### config.mk
export PLATFORM = sky130hd
export DESIGN_NAME = image_frame_loader
export DESIGN_NICKNAME = d
export VERILOG_FILES = /design/src/rtl/image_frame_loader.sv
export SDC_FILE = /design/constraint.sdc
export NUM_CORES = 1
export LEC_CHECK = 0
export CORE_AREA = 2 2 312 314
export DETAILED_ROUTE_END_ITERATION = 6
export DIE_AREA = 0 0 314 316
export SYNTH_ARGS = -nofsm -noshare
export SYNTH_HDL_FRONTEND = slang
export SYNTH_SLANG_ARGS = --single-unit
### constraint.sdc
create_clock -name clk -period 2.7 [get_ports clk]
set_input_delay 0.405 -clock clk [delete_from_list [all_inputs] [get_ports clk]]
set_output_delay 0.405 -clock clk [all_outputs]
set_load 0.02 [all_outputs]
### src/rtl/image_frame_loader.sv
// -----------------------------------------------------------------------------
// image_frame_loader
//
// Sits between the SPI byte receiver and the BNN inference core. It takes bytes
// over the rx_byte_valid / rx_byte_taken handshake and decodes a small command
// protocol:
//   CMD_START - the next NBYTES bytes are image data
//   CMD_CLEAR - zero the image buffer
// The bytes are packed into a flat bit buffer, MSB first. The finished image is
// held on image_bits / image_valid until the core pulses image_consumed.
// rx_enable is held low while a finished image is pending, so the receiver is
// throttled and no bytes are accepted during that time.
//
// Optional build macro LOADER_CHECKSUM_EN:
//   When defined, an XOR checksum byte must follow the image data. A match
//   presents the image. A mismatch pulses chk_err and discards the image.
//
// Ports:
//   clk, rst_n       system clock, asynchronous active-low reset
//   rx_byte          received byte, stable while rx_byte_valid is high
//   rx_byte_valid    receiver byte-ready level
//   rx_byte_taken    acknowledge to the receiver, held until valid drops
//   rx_enable        permits the receiver to shift bits (low in FULL)
//   image_bits       pixel buffer, pixel p = row*IMG_W+col at bit p
//   image_valid      a complete image is available (state FULL)
//   image_consumed   single-cycle pulse from the core, image taken
//   busy             high while loading image data
//   cmd_err          one-cycle pulse on an unknown command byte
//   chk_err          one-cycle pulse on a checksum mismatch (LOADER_CHECKSUM_EN)
// -----------------------------------------------------------------------------
module image_frame_loader #(
    parameter int         IMG_W     = 28,
    parameter int         IMG_H     = 28,
    parameter logic [7:0] CMD_START = 8'hA5,
    parameter logic [7:0] CMD_CLEAR = 8'hC3
) (
    input  logic                   clk,
    input  logic                   rst_n,
    input  logic [7:0]             rx_byte,
    input  logic                   rx_byte_valid,
    output logic                   rx_byte_taken,
    output logic                   rx_enable,
    output logic [IMG_W*IMG_H-1:0] image_bits,
    output logic                   image_valid,
    input  logic                   image_consumed,
    output logic                   busy,
    output logic                   cmd_err
`ifdef LOADER_CHECKSUM_EN
    ,
    output logic                   chk_err
`endif
);

    localparam int NBITS  = IMG_W * IMG_H;
    localparam int NBYTES = (NBITS + 7) / 8;
    localparam int IDX_W  = $clog2(NBYTES + 1);
    localparam int PIX_W  = $clog2(NBITS);

    localparam logic [1:0] S_WAIT_CMD = 2'd0;
    localparam logic [1:0] S_LOAD     = 2'd1;
    localparam logic [1:0] S_FULL     = 2'd2;
`ifdef LOADER_CHECKSUM_EN
    localparam logic [1:0] S_CHECK    = 2'd3;
`endif

    logic [1:0]       state;
    logic [IDX_W-1:0] byte_idx;
    logic             rbv_q;
    logic             capture;
`ifdef LOADER_CHECKSUM_EN
    logic [7:0]       xor_q;
`endif

    // Outputs are plain decodes of the state. image_valid therefore rises the
    // cycle after the final capture and falls the cycle after image_consumed.
    assign busy        = (state == S_LOAD);
    assign image_valid = (state == S_FULL);
    assign rx_enable   = (state != S_FULL);

    // Only a rising edge of the valid level counts as a new byte. A level held
    // high is captured once. Bytes arriving while the image is pending are
    // ignored.
    assign capture = rx_byte_valid && !rbv_q && rx_enable;

    // NOTE: every register here is updated with <= so that each branch reads
    //       this cycle's values, whatever order the statements appear in.
    // NOTE: image_bits is a flop array, not RAM, and is reset with everything
    //       else. A reset in the middle of a load discards the partial image.
    always_ff @(posedge clk or negedge rst_n) begin
        if (!rst_n) begin
            state         <= S_WAIT_CMD;
            byte_idx      <= '0;
            rbv_q         <= 1'b0;
            rx_byte_taken <= 1'b0;
            cmd_err       <= 1'b0;
            image_bits    <= '0;
`ifdef LOADER_CHECKSUM_EN
            xor_q         <= 8'h00;
            chk_err       <= 1'b0;
`endif
        end else begin
            rbv_q   <= rx_byte_valid;
            cmd_err <= 1'b0;
`ifdef LOADER_CHECKSUM_EN
            chk_err <= 1'b0;
`endif

            // The acknowledge rises after a capture and stays high until the
            // receiver drops its valid level.
            if (capture)
                rx_byte_taken <= 1'b1;
            else if (!rx_byte_valid)
                rx_byte_taken <= 1'b0;

            case (state)
                S_WAIT_CMD: begin
                    if (capture) begin
                        if (rx_byte == CMD_START) begin
                            byte_idx <= '0;
                            state    <= S_LOAD;
`ifdef LOADER_CHECKSUM_EN
                            xor_q    <= 8'h00;
`endif
                        end else if (rx_byte == CMD_CLEAR) begin
                            image_bits <= '0;
                        end else begin
                            cmd_err <= 1'b1;
                        end
                    end
                end

                S_LOAD: begin
                    if (capture) begin
                        // Byte k, bit 7-j lands on pixel 8k+j. Pixels past the
                        // end of the image, in a padded last byte, are dropped.
                        for (int j = 0; j < 8; j++) begin
                            if (int'(byte_idx) * 8 + j < NBITS)
                                image_bits[PIX_W'(int'(byte_idx) * 8 + j)] <= rx_byte[3'(7 - j)];
                        end
                        byte_idx <= byte_idx + 1'b1;
`ifdef LOADER_CHECKSUM_EN
                        xor_q <= xor_q ^ rx_byte;
                        if (byte_idx == IDX_W'(NBYTES - 1))
                            state <= S_CHECK;
`else
                        if (byte_idx == IDX_W'(NBYTES - 1))
                            state <= S_FULL;
`endif
                    end
                end

`ifdef LOADER_CHECKSUM_EN
                S_CHECK: begin
                    if (capture) begin
                        if (rx_byte == xor_q) begin
                            state <= S_FULL;
                        end else begin
                            chk_err    <= 1'b1;
                            image_bits <= '0;
                            state      <= S_WAIT_CMD;
                        end
                    end
                end
`endif

                S_FULL: begin
                    if (image_consumed)
                        state <= S_WAIT_CMD;
                end

                default: state <= S_WAIT_CMD;
            endcase
        end
    end

endmodule

Word level (Yosys, flattened, before mapping)
Cells that the tools add are included.
Widths: inputs -> output; s select.
{"block": "word_totals", "regBits": 796, "out_inout_bits": 789, "wordCells": 135}
{"block": "classes", "n_addsub": 8, "n_lt_le_gt_ge": 24, "eq_ne": 14, "n_mux": 67, "reduce_logical": 16}
{"operator": "$mux 784", "count": 26}
{"operator": "$bwmux 784", "count": 8}
{"operator": "$pmux 784 s2", "count": 1}
{"operator": "$lt 32x11->1 const B", "count": 7}
{"operator": "$lt 10x12->1 const B", "count": 8}
{"operator": "$ge 10x1->1 const B", "count": 8}
{"operator": "$demux 1 s10", "count": 7}
{"operator": "$add 10x3->11 const B", "count": 4}
{"operator": "$add 10x2->11 const B", "count": 2}
{"operator": "$mux 7", "count": 3}
{"operator": "$eq 8x8->1 const B", "count": 2}
{"operator": "$mux 1", "count": 14}
{"operator": "$pmux 7 s2", "count": 1}
{"operator": "$add 10x1->11 const B", "count": 1}
{"operator": "$logic_and 1x1->1", "count": 10}
{"operator": "$lt 10x10->1 const B", "count": 1}
{"operator": "$mux 2", "count": 5}
{"operator": "$ne 2x2->1 const B", "count": 5}
{"operator": "$reduce_and 5->1", "count": 2}
{"operator": "$ne 2x1->1 const B", "count": 4}
{"operator": "$add 7x1->7 const B", "count": 1}
{"operator": "$demux 1 s7", "count": 1}
{"operator": "$eq 7x7->1 const B", "count": 1}
{"operator": "$pmux 2 s3", "count": 1}
{"operator": "other kinds (6)", "count": 6}

Logic depth before layout (Yosys ltp)
{"block": "depth", "depth_word": 36, "depth_mapped": 7, "mapped_depth_nobuf": 6}

Least setup slack after synthesis
Ideal clock, no wire load.
{"block": "synth_timing", "kind": "flip-flop to flip-flop", "startpoint": "reg state[1]", "endpoint": "reg image_bits[646]", "setup_time_ps": 117, "arrival_ps": 1941, "required_ps": 2583, "setup_slack_ps": 643, "stages_incl_launch_ff": 8, "cell_sequence": "dfrtp_1 > or3b_1 > buf_6 > or4_4 > buf_6 > buf_6 > buf_6 > and2_4"}
{"block": "synth_between", "elab_chain_len": 4, "elab_cells_between_ends": 11}
{"item": "start: declaration", "line_no": "66", "text": "logic [1:0] state;"}
{"item": "start signal: assignment", "line_no": "91", "text": "state <= S_WAIT_CMD;"}
{"item": "start signal: assignment", "line_no": "120", "text": "state <= S_LOAD;"}
{"item": "start signal: assignment", "line_no": "147", "text": "state <= S_FULL;"}
{"item": "$ne 2x2->1", "line_no": "78", "text": "assign rx_enable = (state != S_FULL);"}
{"item": "$logic_and 1x1->1", "line_no": "83", "text": "assign capture = rx_byte_valid && !rbv_q && rx_enable;"}
{"item": "$ne 2x2->1 (no source line) / $ne 2x1->1 (equally long branches)"}
{"item": "$reduce_and 5->1 (no source line)"}
{"item": "end signal: indexed assignment", "line_no": "138", "text": "image_bits[PIX_W'(int'(byte_idx) * 8 + j)] <= rx_byte[3'(7 - j)];"}
{"item": "end: declaration", "line_no": "43", "text": "output logic [IMG_W*IMG_H-1:0] image_bits,"}
Parallel ways exist; a longest one is shown, timed or not.
A chain may end at the register's enable or synchronous reset.

Final worst setup path
{"block": "layout_timing", "startpoint": "reg state[1]", "endpoint": "out busy"}
{"block": "layout_between", "elab_chain_len": 1}
{"item": "$eq 2x1->1", "line_no": "76", "text": "assign busy = (state == S_LOAD);"}
{"item": "end: declaration", "line_no": "46", "text": "output logic busy,"}
Every way passes these cells.

==> impl_metrics.tcl <==
set metrics [dict create \
    status "completed" \
    critical_path.n_buffers_inverters 1 \
    pwr_density_cell_mw_per_mm2 571.4 \
    max-clock-path-buffers 3 \
    postSynthRegisterBits 404 \
    cp_slowest_stage_delay_ps 760 \
    nNetsFinal 1940 \
    route.vias.total 11817 \
    cts.root.buffer_cell "sky130_fd_sc_hd__clkbuf_16" \
    finalMaxSlewViolations 0 \
    count_of_standard_cell_rows 114 \
    ant_nets 0 \
    drc_errors 0 \
    wl_per_cell_um 18.16 \
    worst_slew_pin_slew_ps 815.2 \
    max_cap_violations 0 \
    starting_density_of_the_core_pct 19.31 \
    final_period_minus_worst_setup_slack_ps 2531 \
    post-synth-top-area-fraction_pct 54.54 \
    die_width_um 314 \
    gp_congestion 0.7423 \
    areaGrowthSynthToFinish_pct 34.58 \
    setup_viol_count_final 0 \
    number_of_synthesized_flops_with_an_enable_pin 0 \
    total_power_mw 14.25 \
    cts_setup_buffers 0 \
    utilization_pct 25.98 \
    drtIter0Drc 527 \
    critical_path.endpoint_type "output pin" \
    combinational_share_of_power_pct 8.1 \
    grt_setup_unrepaired "false" \
    grt_pass1_vias 11409 \
    clock_tree.htree_level_count 2 \
    die-area_mm2 0.09922 \
    worst_skew_pair.late_latency_ps 620 \
    die_height_um 316 \
    grt_overflow 0 \
    finalWirelength_mm 58.86 \
    switching_share_pct 26.51 \
    drive_above_1_share_pct 15.22 \
    postSynthCellCount 1471 \
    vias_per_cell 3.646 \
    power.leakage_nw 10.74 \
    final.period_utilization_pct 93.75 \
    dr.pass1.iters 4 \
    synth.yosys.warnings 0 \
    max_freq_ghz 0.3951 \
    seqPwrFrac_pct 42.9 \
    num_io_pins 801 \
    synth-seq-area-share_pct 54.54 \
    vdd_drop_max_uv 362.5 \
    clockPowerShare_pct 49.0 \
    synth_largest_area_cell "sky130_fd_sc_hd__dfrtp_1" \
    largest_net_degree_at_the_start_of_global_routing 65 \
    headroom_to_the_max_slew_limit_pct 45.20 \
    timing.critical_path.slowest_stage_cell "sky130_fd_sc_hd__clkdlybuf4s50_1" \
    cell_family_with_the_largest_share_of_critical_path_delay "buffers and inverters" \
    dp_hpwl_mm 42.34 \
    tritoncts_num_sinks 404 \
    skew_ps 36.90 \
    syn_avg_cell_area_um2 12.60 \
    start_kind "flop" \
    cp_max_fo 5 \
    post_synth_num_cell_types 51 \
    initial_antenna_violation_count 4 \
    yosys.cell_count.top_type "sky130_fd_sc_hd__dfrtp_1" \
    timing.hold.worst.class "input port to flop" \
    synth_top_cells_by_area "sky130_fd_sc_hd__dfrtp_1, sky130_fd_sc_hd__buf_4, sky130_fd_sc_hd__o2bb2ai_1, sky130_fd_sc_hd__o2bb2ai_2, sky130_fd_sc_hd__and2_1" \
    hold_viol 0 \
    mappedNetlistArea_mm2 0.01854 \
    netSwitchingPower_mw 3.778 \
    fp.coreArea_mm2 0.09599 \
    tritoncts "built" \
    grt.total_usage_pct 11.43 \
    netlist_top_cells_count "sky130_fd_sc_hd__dfrtp_1, sky130_fd_sc_hd__buf_4, sky130_fd_sc_hd__o2bb2ai_1" \
    criticalPathCategory "flop to output pin" \
    internal_power_mw 10.47 \
    yosys_most_used_dff "sky130_fd_sc_hd__dfrtp_1" \
    required_ps 2300 \
    cts-buffers-inserted 48 \
    timing.critical_path.arrival_ps 2130 \
    asyncSetResetFlopFracSynth_pct 100.0 \
    port-buffer-count 408 \
    cp_cell_sequence "nor2b_4 -> clkdlybuf4s50_1" \
    grt_pass1_wl_mm 83.63 \
    path_clk_slew_ps 50 \
]
[placed cells by master, fill, tap and decap left out, types with 6 or more instances in the layout]
master                              n
sky130_fd_sc_hd__clkbuf_16         48
sky130_fd_sc_hd__dfrtp_1          404
sky130_fd_sc_hd__o2bb2ai_1        258
sky130_fd_sc_hd__and2_4            40
sky130_fd_sc_hd__clkbuf_1           6
sky130_fd_sc_hd__nand2b_1          10
sky130_fd_sc_hd__or2_2             26
sky130_fd_sc_hd__clkdlybuf4s50_1  406
sky130_fd_sc_hd__clkbuf_8          11
sky130_fd_sc_hd__o2bb2ai_2         60
sky130_fd_sc_hd__buf_4             46
sky130_fd_sc_hd__conb_1           392
sky130_fd_sc_hd__nand2_1           31
sky130_fd_sc_hd__bufinv_16          6
sky130_fd_sc_hd__a21oi_1            8
sky130_fd_sc_hd__buf_12            24
sky130_fd_sc_hd__and2_1            97
sky130_fd_sc_hd__clkinv_4           6
[worst paths after layout]
check	startpoint	to	slack [ps]	cells after the start
max	state[1]	busy	170	2
min	rx_byte_valid	rbv_q	360	1
max reg2reg	byte_idx[4]	image_bits[316]	360	7
min reg2reg	image_bits[629]	image_bits[629]	480	1
max in group asynchronous	rst_n	image_bits[165]	1500	3
min in group asynchronous	rst_n	image_bits[660]	390	2
[metrics by stage]
stage,std cells,hold WS (ps),TNS (ps),area [um^2],setup WS [ps]
after floorplan,1862,109.4,0,20000,642.7
after global placement,3151,417.7,0,23210,3.353
after detailed placement,3151,424.4,-422.9,23210,-32.02
after CTS,3240,295.9,0,24940,4.282
after global routing,3241,350.0,0,24940,12.65
final,3241,357.9,0,24940,168.8
[cells by family (layout without fill, tap and decap cells)]
kind of cell	after synthesis	in the layout	synth area share, %
other	1	393	0.02023
AND/OR/NAND/NOR	258	258	9.268
adder cells (fa/ha/maj)	2	2	0.1350
buffers and inverters	467	569	18.23
AO/OA/AOI/OAI	339	339	17.81
flip-flops	404	404	54.54
[metal layers]
layer	global-route usage [%]	part of all wire, %	vias to the layer above
met5	0	0.020	-
met4	4.165	2.9	2
met3	3.660	7.7	90
met2	17.64	46	453
met1	14.95	43	5927
li1	-	-	5345
[cell type report]
class                      count  area, um^2
clock buffer                  65        1375
multi-input combinational    991        6586
sequential                   404       10110
inverter                       2       7.507
timing repair buffer         479        4927
tap                         1276        1597
clock inverter                23       339.1
antenna                        1       2.502
fill                        9979       71050
[worst reg2reg max path, cell delays in order, from the launching register on]
cell and delay, ps:
sky130_fd_sc_hd__dfrtp_1 440, sky130_fd_sc_hd__buf_4 190, sky130_fd_sc_hd__or4_1 490, sky130_fd_sc_hd__a31oi_4 300, sky130_fd_sc_hd__buf_12 230, sky130_fd_sc_hd__nand2_4 160
sky130_fd_sc_hd__buf_12 210, sky130_fd_sc_hd__o2bb2ai_1 220
[repair_timing]
item	CTS	global route
hold buffers	1	0
endpoints found under the hold margin	53	0
gates resized for setup	0	1
endpoints found under the setup margin	0	1
[state kept, by name, indices dropped and copies added (netlist names)]
register       cells
rx_byte_taken      1
byte_idx           7
rbv_q              1
state              2
cmd_err            1
image_bits       392
[power by group through the flow]
stage,combinational (mW),sequential [mW],clock (mW)
global placement,1.16,6.23,0
detailed placement,1.16,6.23,0
floorplan,1.12,6.24,0
global route,1.26,6.12,7.49
finish,1.15,6.12,6.99
CTS,1.17,6.12,7.26
Power figures use the tool's default switching activity.
